===== src/rtl/ooo_types.sv =====
// ============================================================================
// Module      : ooo_types
// Description : Shared out-of-order core types: ALU op encodings and the
//               reservation-station entry record.
// Revision    : 1.0 - initial release
// ============================================================================
`default_nettype none

package ooo_types;

  localparam int PHYS_REG_BITS = 7;
  localparam int ROB_BITS      = 4;

  typedef enum logic [1:0] {
    ALU_ADD = 2'b00,
    ALU_SUB = 2'b01,
    ALU_AND = 2'b10,
    ALU_OR  = 2'b11
  } alu_op_e;

  typedef struct packed {
    alu_op_e                  alu_op;
    logic                     alu_src;
    logic [31:0]              immediate;
    logic [PHYS_REG_BITS-1:0] prs1;
    logic [PHYS_REG_BITS-1:0] prs2;
    logic                     rs1_ready;
    logic                     rs2_ready;
    logic [PHYS_REG_BITS-1:0] prd;
    logic [ROB_BITS-1:0]      rob_tag;
    logic                     reg_write;
  } rs_entry_t;

endpackage

`default_nettype wire


===== src/rtl/rs_select.sv =====
// ============================================================================
// Module      : rs_select
// Description : Combinational lowest-index priority picker (one-hot grant).
// Revision    : 1.0 - initial release
// ============================================================================
`default_nettype none

module rs_select #(
  parameter int RS_DEPTH = 8
) (
  input  logic [RS_DEPTH-1:0] i_req,
  output logic [RS_DEPTH-1:0] o_grant,
  output logic                o_found
);

  always_comb begin
    o_grant = '0;
    o_found = 1'b0;
    for (int i = 0; i < RS_DEPTH; i++) begin
      if (i_req[i] && !o_found) begin
        o_grant[i] = 1'b1;
        o_found    = 1'b1;
      end
    end
  end

endmodule

`default_nettype wire


===== src/rtl/alu_rs.sv =====
// ============================================================================
// Module      : alu_rs
// Description : Compacting ALU reservation station; issues oldest ready entry.
// Revision    : 1.0 - initial release
// ============================================================================
`default_nettype none

module alu_rs
  import ooo_types::*;
#(
  parameter int RS_DEPTH = 8,
  parameter int NUM_WB   = 2
) (
  input  logic                                   clk,
  input  logic                                   rst,
  input  logic                                   dispatch_en,
  input  rs_entry_t                              dispatch_entry,
  output logic                                   full,
  output logic                                   empty,
  output logic [$clog2(RS_DEPTH+1)-1:0]          count,
  input  logic [NUM_WB-1:0]                      wb_en,
  input  logic [NUM_WB-1:0][PHYS_REG_BITS-1:0]   wb_prd,
  output logic                                   issue_en,
  output rs_entry_t                              issue_entry,
  input  logic                                   ready,
  input  logic                                   flush
);

  localparam int c_cnt_w = $clog2(RS_DEPTH+1);

  rs_entry_t            r_entries [RS_DEPTH];
  logic [RS_DEPTH-1:0]  r_valid;
  logic [c_cnt_w-1:0]   r_count;

  rs_entry_t            w_woke    [RS_DEPTH+1];
  rs_entry_t            w_next    [RS_DEPTH];
  logic [RS_DEPTH:0]    w_valid_ext;
  logic [RS_DEPTH-1:0]  w_next_valid;
  logic [RS_DEPTH-1:0]  w_req;
  logic [RS_DEPTH-1:0]  w_grant;
  logic                 w_found;
  logic                 w_fire;
  logic                 w_accept;
  logic                 w_seen;
  logic [c_cnt_w-1:0]   w_tail;
  rs_entry_t            w_disp;
  rs_entry_t            w_sel;

  assign count = r_count;
  assign full  = (r_count == c_cnt_w'(RS_DEPTH));
  assign empty = (r_count == '0);

  always_comb begin
    w_req = '0;
    for (int i = 0; i < RS_DEPTH; i++) begin
      w_req[i] = r_valid[i] && r_entries[i].rs1_ready && r_entries[i].rs2_ready;
    end
  end

  rs_select #(.RS_DEPTH(RS_DEPTH)) u_select (
    .i_req   (w_req),
    .o_grant (w_grant),
    .o_found (w_found)
  );

  assign w_fire   = w_found && ready && !flush;
  assign w_accept = dispatch_en && !full && !flush;
  assign w_tail   = w_fire ? (r_count - c_cnt_w'(1)) : r_count;

  always_comb begin
    w_sel = '0;
    for (int i = 0; i < RS_DEPTH; i++) begin
      if (w_grant[i]) w_sel = r_entries[i];
    end
  end

  assign issue_en    = w_fire;
  assign issue_entry = w_fire ? w_sel : '0;

  // Incoming op: p0 is always ready, and a same-cycle broadcast is captured.
  always_comb begin
    w_disp = dispatch_entry;
    if (dispatch_entry.prs1 == '0) w_disp.rs1_ready = 1'b1;
    if (dispatch_entry.prs2 == '0) w_disp.rs2_ready = 1'b1;
    for (int p = 0; p < NUM_WB; p++) begin
      if (wb_en[p] && dispatch_entry.prs1 == wb_prd[p]) w_disp.rs1_ready = 1'b1;
      if (wb_en[p] && dispatch_entry.prs2 == wb_prd[p]) w_disp.rs2_ready = 1'b1;
    end
  end

  // Wake in place first, then shift, so a wakeup follows its entry down.
  always_comb begin
    for (int i = 0; i < RS_DEPTH; i++) begin
      w_woke[i] = r_entries[i];
      for (int p = 0; p < NUM_WB; p++) begin
        if (r_valid[i] && wb_en[p] && r_entries[i].prs1 == wb_prd[p]) w_woke[i].rs1_ready = 1'b1;
        if (r_valid[i] && wb_en[p] && r_entries[i].prs2 == wb_prd[p]) w_woke[i].rs2_ready = 1'b1;
      end
    end
    w_woke[RS_DEPTH] = '0;
    w_valid_ext      = {1'b0, r_valid};
  end

  always_comb begin
    w_seen       = 1'b0;
    w_next_valid = '0;
    for (int i = 0; i < RS_DEPTH; i++) begin
      w_seen          = w_seen | w_grant[i];
      w_next[i]       = w_woke[i];
      w_next_valid[i] = r_valid[i];
      if (w_fire && w_seen) begin
        w_next[i]       = w_woke[i+1];
        w_next_valid[i] = w_valid_ext[i+1];
      end
      if (w_accept && w_tail == c_cnt_w'(i)) begin
        w_next[i]       = w_disp;
        w_next_valid[i] = 1'b1;
      end
    end
  end

  always_ff @(posedge clk) begin
    if (rst) begin
      r_valid <= '0;
      r_count <= '0;
      for (int i = 0; i < RS_DEPTH; i++) r_entries[i] <= '0;
    end else if (flush) begin
      r_valid <= '0;
      r_count <= '0;
    end else begin
      r_valid <= w_next_valid;
      r_count <= r_count + c_cnt_w'(w_accept) - c_cnt_w'(w_fire);
      for (int i = 0; i < RS_DEPTH; i++) r_entries[i] <= w_next[i];
    end
  end

endmodule

`default_nettype wire


===== config.mk =====
export PLATFORM = sky130hd
export DESIGN_NAME = alu_rs
export DESIGN_NICKNAME = d
export VERILOG_FILES = /design/src/rtl/ooo_types.sv /design/src/rtl/rs_select.sv /design/src/rtl/alu_rs.sv
export SDC_FILE = /design/constraint.sdc
export NUM_CORES = 1
export LEC_CHECK = 0
export ABC_AREA = 0
export CORE_UTILIZATION = 33
export CTS_BUF_LIST = sky130_fd_sc_hd__clkbuf_16
export CTS_CLUSTER_DIAMETER = 80
export DETAILED_ROUTE_END_ITERATION = 16
export PLACE_DENSITY = 0.47
export SYNTH_ARGS = -nofsm -noshare
export SYNTH_HDL_FRONTEND = slang
export SYNTH_SLANG_ARGS = --single-unit

===== constraint.sdc =====
create_clock -name clk -period 7 [get_ports clk]
set_clock_uncertainty 0.1 [all_clocks]
set_input_delay 1.4 -clock clk [delete_from_list [all_inputs] [get_ports clk]]
set_output_delay 1.4 -clock clk [all_outputs]
set_load 0.02 [all_outputs]

==> flow_metrics.py <==
metrics = {
    "status": {
        "status": "finished, final reports clean",
    },
    "die": {
        "die_h_um": 305,
        "chipWidth_um": 305,
        "fp.dieArea_mm2": 0.0929,
        "initial_core_util_pct": 33.4,
        "coreArea_mm2": 0.0904,
        "num_rows": 110,
        "pin_count": 154,
    },
    "timing": {
        "finalHoldViolCount": 0,
        "worst_pin_slew_ns": 1.23,
        "max_slew_margin_pct": 17.9,
        "layout_setup_ws_ns": 1.07,
        "slew_violations": 0,
        "setup_viol": 0,
        "rsz0062_at_grt": "no",
        "period_minus_slack_ns": 5.93,
        "post-route-period-util_pct": 84.8,
        "fmax_mhz": 168,
        "setup_tns_ns": 0,
    },
    "grt": {
        "grt_pass1_wl_um": 178000,
        "grt_overflow": 0,
        "grt_use_total_pct": 25.7,
        "grt_antenna_before_repair": 1,
        "grt_max_degree": 149,
        "grt_pass1_vias": 25500,
    },
    "critical_path": {
        "crit_type": "register to primary output",
        "cp_slowest_cell": "and4_1",
        "crit_path_start_kind": "register",
        "crit_chain": "nand3_1, and4_1, nand2_1, nor3_2, buf_4, a221oi_1, a21oi_1, clkdlybuf4s50_1",
        "cpPeakStageDelay_ns": 0.70,
        "cp.required_ns": 5.50,
        "worstPathArrival_ns": 4.43,
        "cp-end-kind": "primary output",
        "worstPathMaxFanout": 40,
    },
    "final_layout": {
        "multiInputGateArea_mm2": 0.0139,
        "fin_nets": 2925,
        "synthToLayoutAreaGrowth_pct": 16.1,
        "drive_gt1_share_pct": 7.88,
        "fill_cells": 8723,
        "seq_area_mm2": 0.0154,
        "final_common_cell": "edfxtp_1",
        "layout_common_cells": "edfxtp_1 (504), nand2_1 (322), mux2i_1 (229)",
        "instances_no_fill": 4056,
    },
    "synthesis": {
        "yosysSeqAreaShare_pct": 50.8,
        "synth_nets": 2899,
        "synth_ff_type": "edfxtp_1",
        "ys_ff_latch": 516,
        "synth_edf_count": 504,
        "synth_cell_types": 65,
        "syn_avg_cell_area_um2": 10.8,
        "netlist_instances": 2805,
        "async_reset_ff_share_pct": 0,
        "synth_area_mm2": 0.0302,
        "yosysWarningCount": 0,
    },
    "power": {
        "pwr_density_cell_mw_per_mm2": 211,
        "p_total_mw": 7.42,
        "p_leak_nw": 12.5,
        "p_int_mw": 5.56,
        "p_sw_share_pct": 25.2,
        "clkPwrFrac_pct": 44.2,
        "p_seq_share_pct": 48.7,
        "irDropWorstVdd_mv": 0.157,
        "comb_power_share_pct": 7.2,
        "switching_power_mw": 1.87,
    },
    "placement": {
        "gp_congestion": 0.924,
        "place_inst": 3938,
        "dp_hpwl_um": 73100,
        "post-place-ws_ns": 0.937,
        "portBuffers": 153,
    },
    "routing": {
        "routed_wl_um": 122000,
        "drt_iter0_drc": 3061,
        "dr.pass1.iters": 12,
        "drc_errors": 0,
        "wl_per_cell_um": 30.1,
        "antenna_left": 0,
        "vias": 25200,
        "vias_per_cell": 6.22,
    },
    "cts": {
        "cts.sinks": 516,
        "clk_pin_slew_ns": 0.06,
        "cts_made_buffers": 67,
        "clockBufferDepth": 3,
        "cts_hold_buf": 0,
        "cts_resized": 0,
        "post_cts_buffers": 0,
        "cts_max_level": 3,
        "cts-root-buf": "clkbuf_16",
        "cts_tree": "yes",
        "clk-insertion-delay-late_ns": 0.61,
    },
    "worst_hold_path": {
        "hp-class": "register to register",
    },
    "flow_run": {
        "cap_violations": 0,
    },
}
worst paths after layout:
path | start | end | slack, ns | depth (start not counted)
max reg2reg | r_entries[0][13] | r_entries[0][67] | 1.71 | 8
min reg2reg | r_entries[1][195] | r_entries[1][132] | 0.50 | 2
min | r_entries[1][195] | r_entries[1][132] | 0.50 | 2
max | r_entries[0][13] | issue_entry[3] | 1.07 | 8
logic make-up (layout without fill, tap and decap cells):
group,Yosys count,after routing,synth area share (%)
other cells,0,1,0
flops,516,516,50.8
xor+xnor,254,254,7.36
compound gates,787,787,18.3
simple gates,716,716,11.4
buf+inv,286,360,3.84
fa+ha+maj,10,10,0.439
mux,236,236,7.84
layer usage:
metal / GRT usage, % / up-vias / wire [um]
met5: 0 / - / 9
li1: - / 10800 / -
met2: 41.1 / 1422 / 56200
met3: 3.81 / 236 / 9760
met4: 9.47 / 2 / 4230
met1: 35.3 / 12700 / 52100
power by group through the flow:
stage | Clock, mW | Combinational [mW] | Sequential [mW]
4_1_cts | 3.33 | 0.529 | 3.61
3_3_place_gp | 0 | 0.517 | 3.67
6_report | 3.28 | 0.532 | 3.61
5_1_grt | 3.43 | 0.561 | 3.62
3_5_place_dp | 0 | 0.527 | 3.67
2_1_floorplan | 0 | 0.288 | 3.64
layout make-up:
class / count / area share (%)
multi-input cells: 2003 / 39.7
clock inverters: 47 / 0.773
diodes: 1 / 0.00713
clock buffers: 70 / 4.99
flip-flops and latches: 516 / 43.8
repair buffers: 232 / 6.47
well taps: 1176 / 4.19
inverters: 11 / 0.118
synthesized netlist by cell type (all sizes together), types with 8 or more instances:
library cell / count / area share [%]
edfxtp: 504 / 50
inv: 11 / 0.14
and2: 63 / 1.3
mux2i: 230 / 7.6
or3: 9 / 0.19
o2111ai: 49 / 1.4
nor2: 87 / 1.1
dfxtp: 12 / 0.79
clkbuf: 188 / 2.3
nand3: 46 / 0.78
a22o: 59 / 1.7
nand2b: 57 / 1.2
a222oi: 53 / 1.8
xnor2: 145 / 4.2
a21oi: 80 / 1.3
nor3: 19 / 0.35
nor4: 44 / 0.91
xor2: 109 / 3.2
or4b: 14 / 0.46
a211oi: 14 / 0.35
a221oi: 53 / 1.5
nand2: 330 / 4.1
o21ai: 217 / 3.6
nand4: 31 / 0.64
ha: 9 / 0.37
buf: 87 / 1.4
a22oi: 57 / 1.4
o22ai: 11 / 0.23
a31oi: 8 / 0.17
o211ai: 149 / 3.7
state kept, by name (all words and copies together), names as in the netlist:
| signal | count |
|---|---|
| r_entries | 504 |
| r_valid | 8 |
| count | 4 |
worst max-delay path: cells and delay by family (launching register included):
| kind | cells | cell delay, ns |
|---|---|---|
| buf+inv | 2 | 1.24 |
| flops | 1 | 0.49 |
| compound gates | 2 | 0.61 |
| simple gates | 4 | 1.41 |
metrics by stage:
step                      hold slack, ns  instance area [um2]  utilization, %
after floorplan                    0.387                30200               -
after global placement             0.469                33100            36.6
after detailed placement           0.485                33100            36.6
after CTS                          0.490                35100            38.8
after global routing               0.526                35100            38.8
final                              0.499                35100            38.8
Note: power is estimated with default switching activity, not from simulation.
